## src/rtl/counter_multi_if.sv

```systemverilog
// counter_multi_if: control and status bundle for the counter_multi bank.
// Carries the prescale field only when COUNTER_PRESCALE_EN is defined.
interface counter_multi_if #(
  parameter int WIDTH    = 32,
`ifdef COUNTER_PRESCALE_EN
  parameter int PRESCALE_W = 8,
`endif
  parameter int CHANNELS = 4
);

  logic                      clr;
  logic [CHANNELS-1:0]       en;
  logic [CHANNELS-1:0]       dir;
  logic [CHANNELS-1:0]       load;
  logic [CHANNELS*WIDTH-1:0] load_val;
`ifdef COUNTER_PRESCALE_EN
  logic [PRESCALE_W-1:0]     prescale;
`endif
  logic [CHANNELS*WIDTH-1:0] count;
  logic [CHANNELS-1:0]       ping;
  logic [CHANNELS-1:0]       wrap;

  modport master (
`ifdef COUNTER_PRESCALE_EN
    output prescale,
`endif
    output clr,
    output en,
    output dir,
    output load,
    output load_val,
    input  count,
    input  ping,
    input  wrap
  );

  modport slave (
`ifdef COUNTER_PRESCALE_EN
    input  prescale,
`endif
    input  clr,
    input  en,
    input  dir,
    input  load,
    input  load_val,
    output count,
    output ping,
    output wrap
  );

endinterface

```

## src/rtl/counter_multi.sv

```systemverilog
// counter_multi: CHANNELS up/down counters with load, wrap/saturate, ping and wrap pulse.
// Define COUNTER_PRESCALE_EN to add the shared tick prescaler.
module counter_multi #(
  parameter int WIDTH      = 32,
  parameter int CHANNELS   = 4,
  parameter int SATURATE   = 0,
  parameter int PRESCALE_W = 8
) (
  input logic            clk,
  input logic            rst_n,
  counter_multi_if.slave bus
);

  localparam bit SAT = (SATURATE != 0);

  if (WIDTH < 2 || CHANNELS < 1 || PRESCALE_W < 1) begin : g_bad_cfg
    $error("counter_multi: illegal parameter set");
  end

  logic tick;

`ifdef COUNTER_PRESCALE_EN
  logic [PRESCALE_W-1:0] pre_cnt;

  // >= rather than == so a lowered prescale never locks out ticks
  assign tick = (pre_cnt >= bus.prescale);

  always_ff @(posedge clk) begin
    if (!rst_n || bus.clr) begin
      pre_cnt <= '0;
    end else if (tick) begin
      pre_cnt <= '0;
    end else begin
      pre_cnt <= pre_cnt + 1'b1;
    end
  end
`else
  assign tick = 1'b1;
`endif

  for (genvar c = 0; c < CHANNELS; c++) begin : g_ch
    logic [WIDTH-1:0] cnt;
    logic [WIDTH-1:0] stepped;
    logic             wrp;
    logic             at_bnd;

    assign at_bnd  = bus.dir[c] ? (&cnt) : (~|cnt);
    assign stepped = bus.dir[c] ? (cnt + 1'b1) : (cnt - 1'b1);

    always_ff @(posedge clk) begin
      if (!rst_n || bus.clr) begin
        cnt <= '0;
        wrp <= 1'b0;
      end else if (bus.load[c]) begin
        cnt <= bus.load_val[c*WIDTH +: WIDTH];
        wrp <= 1'b0;
      end else if (bus.en[c] && tick) begin
        wrp <= at_bnd;
        // saturating mode holds at the boundary but still pulses wrap
        if (!(SAT && at_bnd)) begin
          cnt <= stepped;
        end
      end else begin
        wrp <= 1'b0;
      end
    end

    assign bus.count[c*WIDTH +: WIDTH] = cnt;
    assign bus.ping[c]                 = &cnt;
    assign bus.wrap[c]                 = wrp;
  end

endmodule

```

## src/flat_wrapper.sv

```systemverilog
// flat-port wrapper written by rule: the top's interface ports become plain ports
module counter_multi_flat 
#(
  parameter int WIDTH      = 32,
  parameter int CHANNELS   = 4,
  parameter int SATURATE   = 0,
  parameter int PRESCALE_W = 8
)
  (clk, rst_n, bus_clr, bus_en, bus_dir, bus_load, bus_load_val, bus_count, bus_ping, bus_wrap);
  counter_multi_if #(.WIDTH(WIDTH), .CHANNELS(CHANNELS)) bus_i ();
  input logic clk;
  input logic rst_n;
  input wire logic [$bits(bus_i.clr)-1:0] bus_clr;
  input wire logic [$bits(bus_i.en)-1:0] bus_en;
  input wire logic [$bits(bus_i.dir)-1:0] bus_dir;
  input wire logic [$bits(bus_i.load)-1:0] bus_load;
  input wire logic [$bits(bus_i.load_val)-1:0] bus_load_val;
  output wire logic [$bits(bus_i.count)-1:0] bus_count;
  output wire logic [$bits(bus_i.ping)-1:0] bus_ping;
  output wire logic [$bits(bus_i.wrap)-1:0] bus_wrap;
  assign bus_i.clr = bus_clr;
  assign bus_i.en = bus_en;
  assign bus_i.dir = bus_dir;
  assign bus_i.load = bus_load;
  assign bus_i.load_val = bus_load_val;
  assign bus_count = bus_i.count;
  assign bus_ping = bus_i.ping;
  assign bus_wrap = bus_i.wrap;
  counter_multi #(.WIDTH(WIDTH), .CHANNELS(CHANNELS), .SATURATE(SATURATE), .PRESCALE_W(PRESCALE_W)) u_core (.clk(clk), .rst_n(rst_n), .bus(bus_i));
endmodule
```

## config.mk

```make
export PLATFORM = sky130hd
export DESIGN_NAME = counter_multi_flat
export DESIGN_NICKNAME = d
export VERILOG_FILES = /design/src/rtl/counter_multi_if.sv /design/src/rtl/counter_multi.sv /design/src/flat_wrapper.sv
export SDC_FILE = /design/constraint.sdc
export NUM_CORES = 1
export LEC_CHECK = 0
export ABC_AREA = 1
export CORE_MARGIN = 2
export CORE_UTILIZATION = 35
export DETAILED_ROUTE_END_ITERATION = 7
export DONT_BUFFER_PORTS = 1
export SKIP_LAST_GASP = 1
export SYNTH_ARGS = -nofsm -noshare
export SYNTH_HDL_FRONTEND = slang
export SYNTH_SLANG_ARGS = --single-unit
```

## constraint.sdc

```tcl
create_clock -name clk -period 2.6 [get_ports clk]
set_input_delay 0.39 -clock clk [delete_from_list [all_inputs] [get_ports clk]]
set_output_delay 0.39 -clock clk [all_outputs]
set_load 0.005 [all_outputs]
```

## Word-level counts from Yosys, hierarchy flattened

Index checks and enable logic that the tools add are counted.

| storage, ports and cells | value |
|---|---|
| register bits | 132 |
| bits in latches | 0 |
| memory bits (writable) | 0 |
| bits in read-only memories | 0 |
| input bits | 143 |
| memories | 0 |

| operators by class | value |
|---|---|
| add/sub/neg operators | 8 |
| multipliers | 0 |
| divide/modulo/power cells | 0 |
| $lt $le $gt $ge | 0 |
| eq/ne operators | 0 |
| shifts and indexed selects | 0 |
| mux-type cells | 16 |
| bitwise gates (word level) | 4 |
| reductions and logical operators | 22 |

Operator list:

| operator | count |
|---|---|
| 2-to-1 mux 32 bit | 12 |
| adder 32 x 1 -> 32 bit, second input constant | 4 |
| AND reduction 32 bit | 4 |
| OR reduction 32 bit | 4 |
| subtractor 32 x 1 -> 32 bit, second input constant | 4 |
| OR reduction 3 bit | 4 |
| nonzero test 2 bit | 4 |
| logical NOT 1 bit | 5 |
| 2-to-1 mux 1 bit | 4 |
| inverter 1 bit | 4 |
| logical OR 1 bit | 1 |

## Depth between registers and ports, before layout

Gate-level depths: netlist of run 1.

| depth | value |
|---|---|
| depth after elaboration | 4 |
| gate-level depth with buffers | 14 |
| gate-level depth less buffers | 14 |

## Least setup slack after synthesis of run 1

OpenSTA, ideal clock, no wires.

| timing path | value |
|---|---|
| kind | input-to-reg |
| start point | in bus_dir[1] |
| end point | reg u_core.g_ch[1].cnt[15] |
| setup time | 0.132 ns |
| arrival | 2.155 ns |
| slack | 0.313 ns |
| stages on the path | 12 |
| path buffers | 0 |
| cell sequence | inv_1 ha_1 nand2_1 inv_1 nand2_1 nand2_1 o21bai_2 inv_1 nand2_1 or2_1 nand3_1 a21oi_1 |

| on the way | value |
|---|---|
| cells in the longest elaborated chain, start to end | 3 |

Ends and longest elaborated chain:

| item | line | text |
|---|---|---|
| start: declaration | flat_wrapper.sv:15 | `input wire logic [$bits(bus_i.dir)-1:0] bus_dir;` |
| 2-to-1 mux 32 bit | counter_multi.sv:48 | `assign stepped = bus.dir[c] ? (cnt + 1'b1) : (cnt - 1'b1);` |
| 2-to-1 mux 32 bit | counter_multi.sv:57 | `end else if (bus.en[c] && tick) begin` |
| 2-to-1 mux 32 bit | counter_multi.sv:54 | `end else if (bus.load[c]) begin` |
| end signal: assignment | counter_multi.sv:55 | `cnt <= bus.load_val[c*WIDTH +: WIDTH];` |
| end signal: assignment | counter_multi.sv:61 | `cnt <= stepped;` |
| end: declaration | counter_multi.sv:42 | `logic [WIDTH-1:0] cnt;` |

Every way passes these cells. The select of a mux whose other input is x is not followed.
A chain may end at the register's enable or synchronous reset.

## Worst setup path in the final report of run 1

| timing path | value |
|---|---|
| start point | reg u_core.g_ch[3].cnt[1] |
| end point | reg u_core.g_ch[3].cnt[28] |

| on the way | value |
|---|---|
| cells in the longest elaborated chain, start to end | 4 |
| elaborated cells on any way between the ends | 5 |
| those cells by class | 2 x add/sub; 3 x mux |

Ends and longest elaborated chain:

| item | line |
|---|---|
| start: declaration | counter_multi.sv:42 |
| start signal: assignment | counter_multi.sv:55 |
| start signal: assignment | counter_multi.sv:61 |
| subtractor 32 x 1 -> 32 bit / adder 32 x 1 -> 32 bit (equally long branches) | counter_multi.sv:48 |
| 2-to-1 mux 32 bit (*) | counter_multi.sv:48 |
| 2-to-1 mux 32 bit (*) | counter_multi.sv:57 |
| 2-to-1 mux 32 bit (*) | counter_multi.sv:54 |

Every way passes the cells marked *; elsewhere a longest branch is shown, timed or not. The select of a mux whose other input is x is not followed.

==> impl_metrics.csv, run 1 <==
group,metric,value,unit
die,die_w,212,um
clocking,cts_made_buffers,17,
die,core_area,42900,um^2
timing,period_needed,2.40,ns
layout,area_growth,9.62,%
routing,dr.pass1.iters,5,
power,power.leakage,9.03,nW
routing,drt_iter0_drc,1166,
timing,relSlewSlack,51.9,%
min_path,hold_path_class,"in2reg",
timing,post-route-period-util,92.2,%
timing,finClkSkew,0.0120,ns
layout,layout.cells.most_common_list,"971 x nand2_1, 459 x inv_1, 184 x a21oi_1",
synthesis,yosysSeqAreaShare,17.4,%
power,power.net_switching,2.58,mW
routing,antenna_left,0,
layout,finalNetCount,2943,
routing,num_vias,17100,
power,p_per_area,432,nW/um^2
setup_path,worstSetupPathType,"reg2reg",
flow_run,drv_cap,0,
die,die_area,45000,um^2
timing,worst_slew_pin_slew,0.721,ns
global_routing,grt_max_degree,56,
synthesis,yosysWarnings,0,
synthesis,syn-cell-area,15100,um^2
layout,multi_input_comb_area,10500,um^2
setup_path,r2r_setup_slack,0.20,ns
timing,timing.fmax,0.417,GHz
power,p_clk_share,40.9,%
setup_path,worstPathArrival,2.75,ns
power,combPwrFrac,27.2,%
synthesis,synthFlopType,"dfxtp_1",
clocking,clkTransAtPathRegs,0.07,ns
routing,avgViaCountPerCell,5.21,
layout,regArea,2640,um^2
placement,dp_hpwl,44300,um
timing,rsz0062_at_grt,"false",
global_routing,grt_use_total,24.6,%
timing,tns,0,ns
layout,diodes,0,
die,die_h,212,um
setup_path,crit_required,2.96,ns
clocking,cts_tree,"built",
die,fp-row-count,76,
power,seq_power_share,31.9,%
global_routing,grt_pass1_wl,86500,um
synthesis,syn-mean-instance-area,5.64,um^2
run_status,status,"finished, final reports clean",
setup_path,cp-end-kind,"flop",
die,start_util,35.3,%
routing,drc,0,
global_routing,antenna_found_initial,1,
clocking,clk_latency,0.50,ns
synthesis,async_flop_share,0,%
layout,nFillCells,4724,
synthesis,synth_cell_types,39,
setup_path,start_kind,"flop",
layout,final_core_util,38.7,%
timing,drv_slew,0,
synthesis,synth_edf_count,0,
routing,avgRoutedWirePerCell,16.8,um
power,swShare,36.0,%
setup_path,critPathMaxFanout,6,
clocking,cts_max_level,4,
timing,fin_hold_ws,0.0461,ns
synthesis,ys_ff_latch,132,
placement,port_buffers,0,
synthesis,syn_nets,2951,
power,ir_worst_vdd,409,uV
clocking,cts.sinks,132,
global_routing,grt_pass1_vias,16200,
layout,final_area,16600,um^2
layout,final_common_cell,"nand2_1",
placement,placed_area,15900,um^2
power,p_int,4.59,mW
routing,wl,55100,um
global_routing,gr-total-overflow,0,
placement,gp_congestion,0.968,
clocking,clockBufferDepth,2,
layout,drive_gt1_share,4.57,%
clocking,cts-root-buf,"clkbuf_16",
synthesis,postSynthCellCount,2684,
timing,hold_violations,0,
timing,setup_violations,0,
clocking,post_cts_buffers,0,
die,boundaryPins,279,
timing repair:
item,4_1_cts,5_1_grt
endpoints found under the hold margin,1,0
gates resized for setup,0,1
hold buffers,1,0
setup endpoints to repair,0,2
state kept, by name, indices dropped and copies added (netlist names):
register / count
u_core.g_ch.cnt: 128
u_core.g_ch.wrp: 4
Yosys cell counts (4+ instances only):
master | instances | share of area (%)
a21o_1 | 9 | 0.45
a31oi_1 | 28 | 1.2
a21oi_1 | 184 | 6.1
a22oi_1 | 95 | 4.7
nor3_1 | 13 | 0.43
buf_4 | 6 | 0.30
ha_1 | 120 | 9.9
dfxtp_1 | 132 | 17
clkbuf_1 | 35 | 0.87
buf_2 | 16 | 0.53
o21bai_1 | 10 | 0.50
fa_1 | 4 | 0.53
nand4_1 | 54 | 2.2
a21oi_2 | 6 | 0.35
inv_1 | 460 | 11
nand3b_1 | 16 | 0.79
nand3_2 | 13 | 0.86
nor2_1 | 188 | 4.7
o21ai_0 | 25 | 0.83
nand3_1 | 174 | 5.7
nor2_2 | 9 | 0.37
nand2_2 | 19 | 0.78
nor4_1 | 32 | 1.3
xor2_1 | 45 | 2.6
nand2_1 | 971 | 24
final timing paths:
| kind | startpoint | to | cells after the start |
|---|---|---|---|
| max | u_core.g_ch[3].cnt[1] | u_core.g_ch[3].cnt[28] | 12 |
| min | bus_load_val[6] | u_core.g_ch[0].cnt[6] | 2 |
| max reg2reg | u_core.g_ch[3].cnt[1] | u_core.g_ch[3].cnt[28] | 12 |
| min reg2reg | u_core.g_ch[0].cnt[8] | u_core.g_ch[0].cnt[8] | 2 |
routing by layer:
| layer | track usage [%] | up-vias | wire [um] |
|---|---|---|---|
| met5 | 0 | - | 0 |
| met4 | 9.83 | 0 | 1710 |
| met3 | 5.35 | 97 | 3740 |
| met2 | 40.3 | 553 | 24800 |
| met1 | 31.4 | 7789 | 24800 |
| li1 | - | 8630 | - |
kinds of logic (layout without fill, tap and decap cells):
kind of cell	after synthesis	count (layout)	synth area share (%)
compound gates	364	364	14.4
xor+xnor	45	45	2.60
fa+ha+maj	124	124	10.4
buf+inv	519	524	13.1
flops	132	132	17.4
simple gates	1500	1500	42.0
power by group through the flow:
stage          Clock [mW]  Combinational, mW  Sequential, mW
2_1_floorplan           0               1.44            2.27
3_3_place_gp            0               1.90            2.33
3_5_place_dp            0               1.92            2.33
4_1_cts              3.01               1.93            2.28
5_1_grt              3.05               2.20            2.30
6_report             2.93               1.95            2.28
per-stage QoR:
step	power, mW	setup WS [ns]	instances
floorplan	3.70	0.313	2684
global placement	4.22	0.234	3241
detailed placement	4.24	0.200	3241
CTS	7.22	0.199	3274
global route	7.54	0.0365	3274
finish	7.17	0.204	3274
critical path: stages (launching register included):
cell and delay [ns]:
dfxtp_1 0.56, inv_1 0.12, fa_1 0.40, inv_1 0.21
nand3_1 0.10, nand3_1 0.17, nand3_1 0.10, nand3_1 0.18
nand2_1 0.10, nand2_1 0.07, nand2_1 0.04, nand3_1 0.11
a21oi_1 0.08
layout make-up:
type | count | share of cell area, %
timing repair buffer | 30 | 1.75
inverter | 462 | 10.5
clock inverter | 13 | 1.39
tap | 585 | 4.41
clock buffer | 19 | 2.67
sequential | 132 | 15.9
multi-input combinational | 2033 | 63.4
(Power assumes the default switching activity.)
==> run 2, diff against run 1 <==
- REMOVE_ABC_BUFFERS: not set -> 1
- SLEW_MARGIN: not set -> 10
==> run 2 against run 1 <==
- sequential power about the same
- total power down 7.0%
- design area is 0.71% lower
- global-route usage fell by 0.76 points
==> impl_metrics.csv, run 2 (synthesis gave the netlist of run 1 again) <==
group,metric,value,unit
timing,setup_violations,0,
routing,dr.pass1.iters,6,
setup_path,worstSetupPathType,"reg2reg",
die,die_h,212,um
timing,tns,0,ns
setup_path,worstPathArrival,2.79,ns
setup_path,r2r_cells,11,
setup_path,start_kind,"flop",
setup_path,crit_slowest_cell,"dfxtp_1",
clocking,cts_tree,"built",
layout,final_common_cell,"nand2_1",
layout,final_area,16500,um^2
clocking,cts.sinks,132,
timing,finClkSkew,0.00782,ns
die,core_area,42900,um^2
setup_path,cp_common_cell,"nand3_1",
die,die_area,45000,um^2
timing,post-route-period-util,91.5,%
global_routing,grt_pass1_vias,15900,
run_status,status,"finished, final reports clean",
placement,port_buffers,0,
global_routing,grt_max_degree,66,
clocking,clk_latency,0.48,ns
setup_path,critPathMaxFanout,6,
die,boundaryPins,279,
placement,dp_worst_setup_slack,0.177,ns
placement,dp_hpwl,43200,um
layout,final_core_util,38.4,%
clocking,clockBufferDepth,2,
global_routing,gr-total-overflow,0,
layout,nFillCells,4769,
timing,timing.fmax,0.421,GHz
min_path,hold_path_class,"in2reg",
routing,wl,53900,um
global_routing,grt_pass1_wl,84000,um
die,start_util,35.3,%
timing,hold_violations,0,
timing,period_needed,2.38,ns
min_path,min_path_cells,2,
die,fp-row-count,76,
timing,layout_setup_ws,0.222,ns
power,ir_worst_vdd,457,uV
routing,avgRoutedWirePerCell,16.5,um
routing,num_vias,16900,
power,total_power,6.66,mW
layout,layout.cells.most_common_list,"971 x nand2_1, 459 x inv_1, 184 x a21oi_1",
power,p_per_area,404,nW/um^2
routing,drc,0,
layout,top_register,"u_core.g_ch.cnt",
routing,drt_iter0_drc,1166,
timing,drv_slew,0,
clocking,cts_made_buffers,17,
placement,gp_congestion,0.965,
clocking,cts_max_level,4,
placement,placed_area,15900,um^2
clocking,clkTransAtPathRegs,0.06,ns
layout,area_growth,8.85,%
setup_path,path_buf_inv,2,
timing,worst_slew_pin_slew,0.706,ns
layout,largestRegisters,"u_core.g_ch.cnt x128, u_core.g_ch.wrp x4",
routing,avgViaCountPerCell,5.17,
setup_path,cp-end-kind,"flop",
setup_path,slowest_delay,0.51,ns
setup_path,worst-path-stages,11,
layout,finalNetCount,2946,
setup_path,crit_family,"simple AND/OR/NAND/NOR gates",
clocking,post_cts_buffers,0,
timing,rsz0062_at_grt,"false",
power,power.leakage,9.00,nW
flow_run,drv_cap,0,
layout,drive_gt1_share,4.54,%
clocking,cts-root-buf,"clkbuf_16",
setup_path,crit_required,3.01,ns
global_routing,grt_use_total,23.8,%
setup_path,critical_path.cell_chain,"inv_1 -> fa_1 -> inv_1 -> nand3_1 -> nand3_1 -> nand3_1 -> nand3_1 -> nand2_1 -> nand3_1 -> nand3_1 -> a21oi_1",
timing,relSlewSlack,52.5,%
die,die_w,212,um
layout,largest_reg_flops,128,
global_routing,antenna_found_initial,1,
routing,antenna_left,0,
[run 2: worst reg2reg max path, stage by stage, from the launching register on]
cell,delay (ns)
dfxtp_1,0.51
inv_1,0.11
fa_1,0.41
inv_1,0.20
nand3_1,0.10
nand3_1,0.17
nand3_1,0.10
nand3_1,0.18
nand2_1,0.13
nand3_1,0.10
nand3_1,0.12
a21oi_1,0.18
[run 2: final timing paths]
check             slack, ns             startpoint                      to
setup reg to reg       0.22  u_core.g_ch[3].cnt[1]  u_core.g_ch[3].cnt[28]
hold / removal         0.05             bus_dir[2]      u_core.g_ch[2].wrp
setup / recovery       0.22  u_core.g_ch[3].cnt[1]  u_core.g_ch[3].cnt[28]
hold reg to reg        0.56  u_core.g_ch[1].cnt[7]   u_core.g_ch[1].cnt[7]
[run 2: power breakdown]
part	total [mW]	internal, mW	switching (mW)	leakage [nW]
Combinational	1.94	0.658	1.29	7.65
Clock	2.44	1.40	1.05	0.273
Sequential	2.28	2.11	0.162	1.08
[run 2: metal layers]
metal	global-route usage [%]	part of all wire [%]	up-vias
met5	0	0	-
met4	8.26	2.5	0
met3	4.89	5.8	68
met2	38.2	45	468
met1	31.7	47	7749
li1	-	-	8654
[run 2: cell type report]
class | instances | area [um^2] | area share [%]
multi-input combinational | 2033 | 10500 | 63.9
timing repair buffer | 33 | 298 | 1.81
sequential | 132 | 2640 | 16.0
tap | 585 | 732 | 4.44
clock buffer | 25 | 495 | 3.01
antenna | 1 | 2.50 | 0.0152
inverter | 462 | 1740 | 10.5
clock inverter | 5 | 50.0 | 0.304
[run 2: what timing repair did]
item                       4_1_cts  5_1_grt
setup endpoints to repair        0        1
hold buffers                     0        0
resized for setup                0        1
[run 2: metrics by stage]
| step | hold WS, ns | instances |
|---|---|---|
| CTS | 0.00858 | 3275 |
| detailed placement | 0.546 | 3245 |
| finish | 0.0492 | 3276 |
| global route | 0.0480 | 3275 |
| global placement | 0.545 | 3245 |
| floorplan | 0.521 | 2627 |
==> RTL edit 1 (flow settings as in run 2) <==
`CHANNELS` is set to 4 in 3 places; all go to 3.
--- a/src/rtl/counter_multi_if.sv
+++ b/src/rtl/counter_multi_if.sv
@@ -6,5 +6,5 @@
   parameter int PRESCALE_W = 8,
 `endif
-  parameter int CHANNELS = 4
+  parameter int CHANNELS = 3
 );
 
--- a/src/rtl/counter_multi.sv
+++ b/src/rtl/counter_multi.sv
@@ -3,5 +3,5 @@
 module counter_multi #(
   parameter int WIDTH      = 32,
-  parameter int CHANNELS   = 4,
+  parameter int CHANNELS   = 3,
   parameter int SATURATE   = 0,
   parameter int PRESCALE_W = 8
--- a/src/flat_wrapper.sv
+++ b/src/flat_wrapper.sv
@@ -3,5 +3,5 @@
 #(
   parameter int WIDTH      = 32,
-  parameter int CHANNELS   = 4,
+  parameter int CHANNELS   = 3,
   parameter int SATURATE   = 0,
   parameter int PRESCALE_W = 8
Ports: changed (7 resized); port bits go from 279 to 210. The function was not compared with the original's and may differ.
==> RTL edit 1 against run 2 <==
Wire length down 28%. Non-clock buffer count down 15. Clock power is 41% lower. Final cell count is 25% lower. Critical path type unchanged. Worst setup slack lost 0.024 ns. Sequential cell count decreased by 33. Total power fell by 31%. Cell area down 25%. Area after synthesis decreased by 24%.
==> RTL edit 1: results (changes against run 2) <==
----------------------------------------------------
[Run status]
  Status ... complete, no violations

[Synth]
  Post-Synthesis Cells ... 2026 (-25%)
  Top post-synthesis cells by count ... nand2_1, inv_1, a21oi_1, nor2_1, nand3_1
  Synth top area cells ... nand2_1, dfxtp_1, inv_1
  Share of the yosys chip area belonging to registers ... 17.19% (-0.26 points)
  Mux share of post-synthesis cell area ... 0% (unchanged)
  Xor/xnor cell area share of the yosys netlist ... 2.659% (+0.057 points)
  Adder and majority gate portion of the synthesized area ... 10.29% (-0.15 points)
  Count of unique library cells instantiated by Yosys ... 40 (+2.6%)

[Clock network]
  CTS H-tree lvls ... 3 (-1)
  Total CTS buffers ... 9 (-8)

[Cells and area]
  Count of filler cells inserted in the layout ... 3620 (-24%)
  Layout Cells excl Fill ... 2460 (-25%)
  Antenna diode count ... 0 (-1)
  Top flop regs ... u_core.g_ch.cnt x96, u_core.g_ch.wrp x3
  Final net count ... 2214 (-25%)
  Fraction of layout cells with a size suffix above 1 ... 5.352% (+0.82 points)

[Power]
  Worst vdd ir ... 0.3219 mV (-30%)
  Static leakage power ... 0.006777 µW (-25%)

[Placed design]
  Post-detailed-placement half-perimeter wirelength ... 31170 µm (-28%)
  Worst setup timing slack at the placement stage ... 0.2637 ns (+0.08617 ns)
  Instance count after placement with tap cells included ... 2444 (-25%)
  Total placed instance area ... 12080 µm² (-24%)
  Routability Congestion ... 0.9453 (-2.0%)
  Port buffer count ... 0 (unchanged)

[Setup path]
  Data arrival time at the worst-slack endpoint ... 2.64 ns (-0.15 ns)
  Timing startpoint of the critical path ... u_core.g_ch[0].cnt[0]
  Capture point of the worst path ... u_core.g_ch[0].cnt[28]
  Number of cells on the worst reg-to-reg path ... 12 (+1)
  Max FO, Critical Path ... 9 (+3)

[STA]
  Setup slack after layout ... 0.1983 ns (-0.02379 ns)

[GRT]
  Global-route wire length before repair ... 61140 µm (-27%)
  Largest net degree at the start of global routing ... 42 (-36%)
  Vias in the first global route ... 11790 (-26%)
  Overall routing resource usage ... 22.48% (-1.4 points)

[Detailed routing]
  Aggregate routed wire length ... 38620 µm (-28%)
  Overall via count from detail_route ... 12670 (-25%)
  Total iterations of the first detailed-routing run ... 5 (-1)

----------------------------------------------------
==> RTL edit 1: changes by cell type in the layout (fill, tap and decap cells not counted), sizes merged, moves of 25 or more <==
cell,delta
nor2,-53
nand2,-239
a21oi,-50
a22oi,-25
dfxtp,-33
ha,-30
inv,-101
nand3,-48
==> RTL edit 1: logic make-up after synthesis <==
kind of cell               Yosys count
AOI/OAI and AO/OA                  268
xor gates and xnor gates            35
adders and majority gates           93
buffers and inverters              401
DFF                                 99
and+or+nand+nor                   1130
==> RTL edit 1: worst min path at each step <==
stage	slack, ns	endpoint	from
after floorplan	0.52	u_core.g_ch[0].cnt[2]	u_core.g_ch[0].cnt[2]
after global placement	0.54	u_core.g_ch[2].wrp	bus_dir[2]
after detailed placement	0.54	u_core.g_ch[2].wrp	bus_dir[2]
after CTS	0.12	u_core.g_ch[2].wrp	bus_dir[2]
after global routing	0.15	u_core.g_ch[2].wrp	bus_dir[2]
final	0.14	u_core.g_ch[2].wrp	bus_dir[2]
==> RTL edit 1: layout make-up <==
cell class              instances  area, µm²  area share, %
multi-input cells            1526       8015          64.75
flip-flops and latches         99       1982          16.01
inverters                     359       1349          10.90
well taps                     442      553.0          4.468
clock buffers                  11      232.7          1.880
repair buffers                 18      185.2          1.496
clock inverters                 5      61.31         0.4953
==> RTL edit 1: per-layer routing <==
| layer | wire length, µm | track usage (%) | up-vias |
|---|---|---|---|
| met5 | 13 | 0 | - |
| met2 | 17450 | 37.61 | 402 |
| met1 | 17880 | 29.57 | 5756 |
| met3 | 2456 | 3.522 | 46 |
| met4 | 819 | 6.984 | 2 |
| li1 | - | - | 6468 |
==> RTL edit 1: metrics by stage <==
step	util, %	hold slack (ns)
after floorplan	-	0.5218
after CTS	38.14	0.1222
after global routing	38.14	0.1468
after global placement	37.23	0.5400
final	38.14	0.1443
after detailed placement	37.23	0.5392
==> RTL edit 1: power by group <==
part	internal [µW]	leakage, µW	switching [µW]
combinational	498	0.00582	943
sequential	1580	0.000809	127
clock	756	0.000144	689
==> RTL edit 1: critical path: stages (launching register included) <==
cell     delay, ns
dfxtp_1       0.57
inv_1         0.12
fa_1          0.42
inv_1         0.15
nand3_1       0.09
nand3_1       0.17
nand3_1       0.09
nand3_1       0.20
nand2_1       0.13
nand2_1       0.09
nand2_1       0.05
nand3_1       0.10
a21oi_1       0.07
==> RTL edit 2 (settings of run 2) <==
Made on the original files. `SATURATE` is set to 0 in 2 places; all go to 1.
--- a/src/rtl/counter_multi.sv
+++ b/src/rtl/counter_multi.sv
@@ -4,5 +4,5 @@
   parameter int WIDTH      = 32,
   parameter int CHANNELS   = 4,
-  parameter int SATURATE   = 0,
+  parameter int SATURATE   = 1,
   parameter int PRESCALE_W = 8
 ) (
--- a/src/flat_wrapper.sv
+++ b/src/flat_wrapper.sv
@@ -4,5 +4,5 @@
   parameter int WIDTH      = 32,
   parameter int CHANNELS   = 4,
-  parameter int SATURATE   = 0,
+  parameter int SATURATE   = 1,
   parameter int PRESCALE_W = 8
 )
Check against the original RTL: not equivalent (Yosys sat finds a counterexample within 4 cycles, from zero or initial values).
==> RTL edit 2 against run 2 <==
Area after synthesis rose by 2.8%. Global-route usage rose by 0.94 points. Worst setup slack got worse by 0.048 ns. Clock skew rose by 0.0062 ns. Cell area rose by 3.2%. Via count rose by 3.5%. Wire length rose by 6.9%. Sequential cell count did not move. Final cell count rose by 6.0%. Core utilization rose by 0.21 points. Non-clock buffer count rose by 12. Total power rose by 7.0%. Count of clock-buffer cells in the layout fell by 7. First-iteration DRC count fell by 5.3%. Critical endpoint is now u_core.g_ch[2].cnt[30].
==> RTL edit 2: results (changes against run 2) <==
----------------------------------------------------
[Cells and area]
  Layout Cells excl Fill ... 3473 (+6.0%)
  Count of filler cells inserted in the layout ... 5049 (+5.9%)
  Final net count ... 3135 (+6.4%)
  Antenna diode count ... 0 (-1)
  Fraction of layout cells with a size suffix above 1 ... 4.061% (-0.47 points)

[Clock network]
  Post-CTS setup buffer count ... 0 (unchanged)

[GRT]
  Global-route wire length before repair ... 90240 µm (+7.5%)
  Overall routing resource usage ... 24.79% (+0.94 points)
  Number of antenna violations at the first check in global routing ... 0 (-1)
  Largest net degree at the start of global routing ... 50 (-24%)

[Setup path]
  Worst flop-to-flop path endpoint ... u_core.g_ch[2].cnt[30]
  Family with the most delay on the worst path ... compound AO/OA/AOI/OAI gates
  Data arrival time at the worst-slack endpoint ... 2.84 ns (+0.05 ns)
  Number of cells on the worst reg-to-reg path ... 9 (-2)
  Reg2Reg Setup Slack ... 0.17 ns (-0.05 ns)

[Synth]
  Mux share of post-synthesis cell area ... 0.1928% (+0.19 points)
  Complex-gate fraction of the synthesized area ... 13.16% (-1.2 points)
  Post-Synthesis Cells ... 2860 (+6.6%)
  Adder and majority gate portion of the synthesized area ... 10.15% (-0.29 points)
  Xor/xnor cell area share of the yosys netlist ... 3.036% (+0.43 points)
  Synth top area cells ... nand2_1, dfxtp_1, inv_1
  Share of the yosys chip area belonging to registers ... 16.96% (-0.48 points)
  Top post-synthesis cells by count ... nand2_1, inv_1, nor2_1, nand3_1, a21oi_1

[Run status]
  Status ... complete, no violations

[Worst hold path]
  Hold Path Origin ... bus_en[3]
  Hold-critical path endpoint ... u_core.g_ch[3].wrp

[Placed design]
  Port buffer count ... 0 (unchanged)
  Worst setup timing slack at the placement stage ... 0.1363 ns (-0.04123 ns)
  Routability Congestion ... 0.9358 (-3.0%)
  Instance count after placement with tap cells included ... 3441 (+6.0%)

[Power]
  Worst vdd ir ... 0.3475 mV (-24%)
  Static leakage power ... 0.009065 µW (+0.72%)
  Cell internal power dissipation ... 4322 µW (+3.7%)
  Combinational cell fraction of total power ... 31.2% (+2.0 points)
  Power drawn by the clock network ... 2600 µW (+7%)

[STA]
  Clock Skews ... 0.01398 ns (+0.006163 ns)
  Worst slack on hold paths ... 0.05482 ns (+0.005638 ns)
  Max-slew headroom at the worst pin ... 51.19% (-1.3 points)

[Detailed routing]
  Vias per std cell ... 5.049 (-2.4%)
  Aggregate routed wire length ... 57600 µm (+6.9%)

----------------------------------------------------
## RTL edit 2: cell types whose count changed after synthesis, moves of 31 or more
cell and change:
a21oi_1 +31, a22oi_1 -88, nand3_1 +57, inv_1 -47, o21ai_0 +67, nor2_1 +197
## RTL edit 2: cell families after synthesis
| kind of cell | after synthesis |
|---|---|
| fa+ha+maj | 124 |
| compound gates | 375 |
| buf+inv | 477 |
| xor+xnor | 54 |
| simple gates | 1695 |
| flops | 132 |
| mux | 3 |
## RTL edit 2: metal layers
metal  global-route usage [%]  wire length (µm)
met1                    33.46             27320
met2                    39.10             24880
met3                    5.053              3915
met4                    8.759              1492
met5                        0                 0
## RTL edit 2: through the flow
step | power (µW) | area [µm²]
after floorplan | 3877 | 15290
after global placement | 4550 | 16420
after detailed placement | 4542 | 16420
after CTS | 7175 | 17020
after global routing | 7580 | 17020
final | 7129 | 17020
## RTL edit 2: layout make-up
| type | count | share of cell area [%] |
|---|---|---|
| timing repair buffer | 45 | 2.279 |
| sequential | 132 | 15.52 |
| tap | 592 | 4.352 |
| clock buffer | 18 | 2.580 |
| inverter | 421 | 9.328 |
| clock inverter | 14 | 0.8968 |
| multi-input combinational | 2251 | 65.04 |
## RTL edit 2: worst max path at each step
stage | start | endpoint | slack, ns
finish | u_core.g_ch[2].cnt[0] | u_core.g_ch[2].cnt[30] | 0.17
global route | u_core.g_ch[1].cnt[1] | u_core.g_ch[1].cnt[30] | 0.03
CTS | u_core.g_ch[2].cnt[0] | u_core.g_ch[2].cnt[13] | 0.14
detailed placement | bus_dir[2] | u_core.g_ch[2].cnt[30] | 0.14
global placement | bus_dir[2] | u_core.g_ch[2].cnt[30] | 0.13
floorplan | rst_n | u_core.g_ch[1].cnt[13] | 0.06
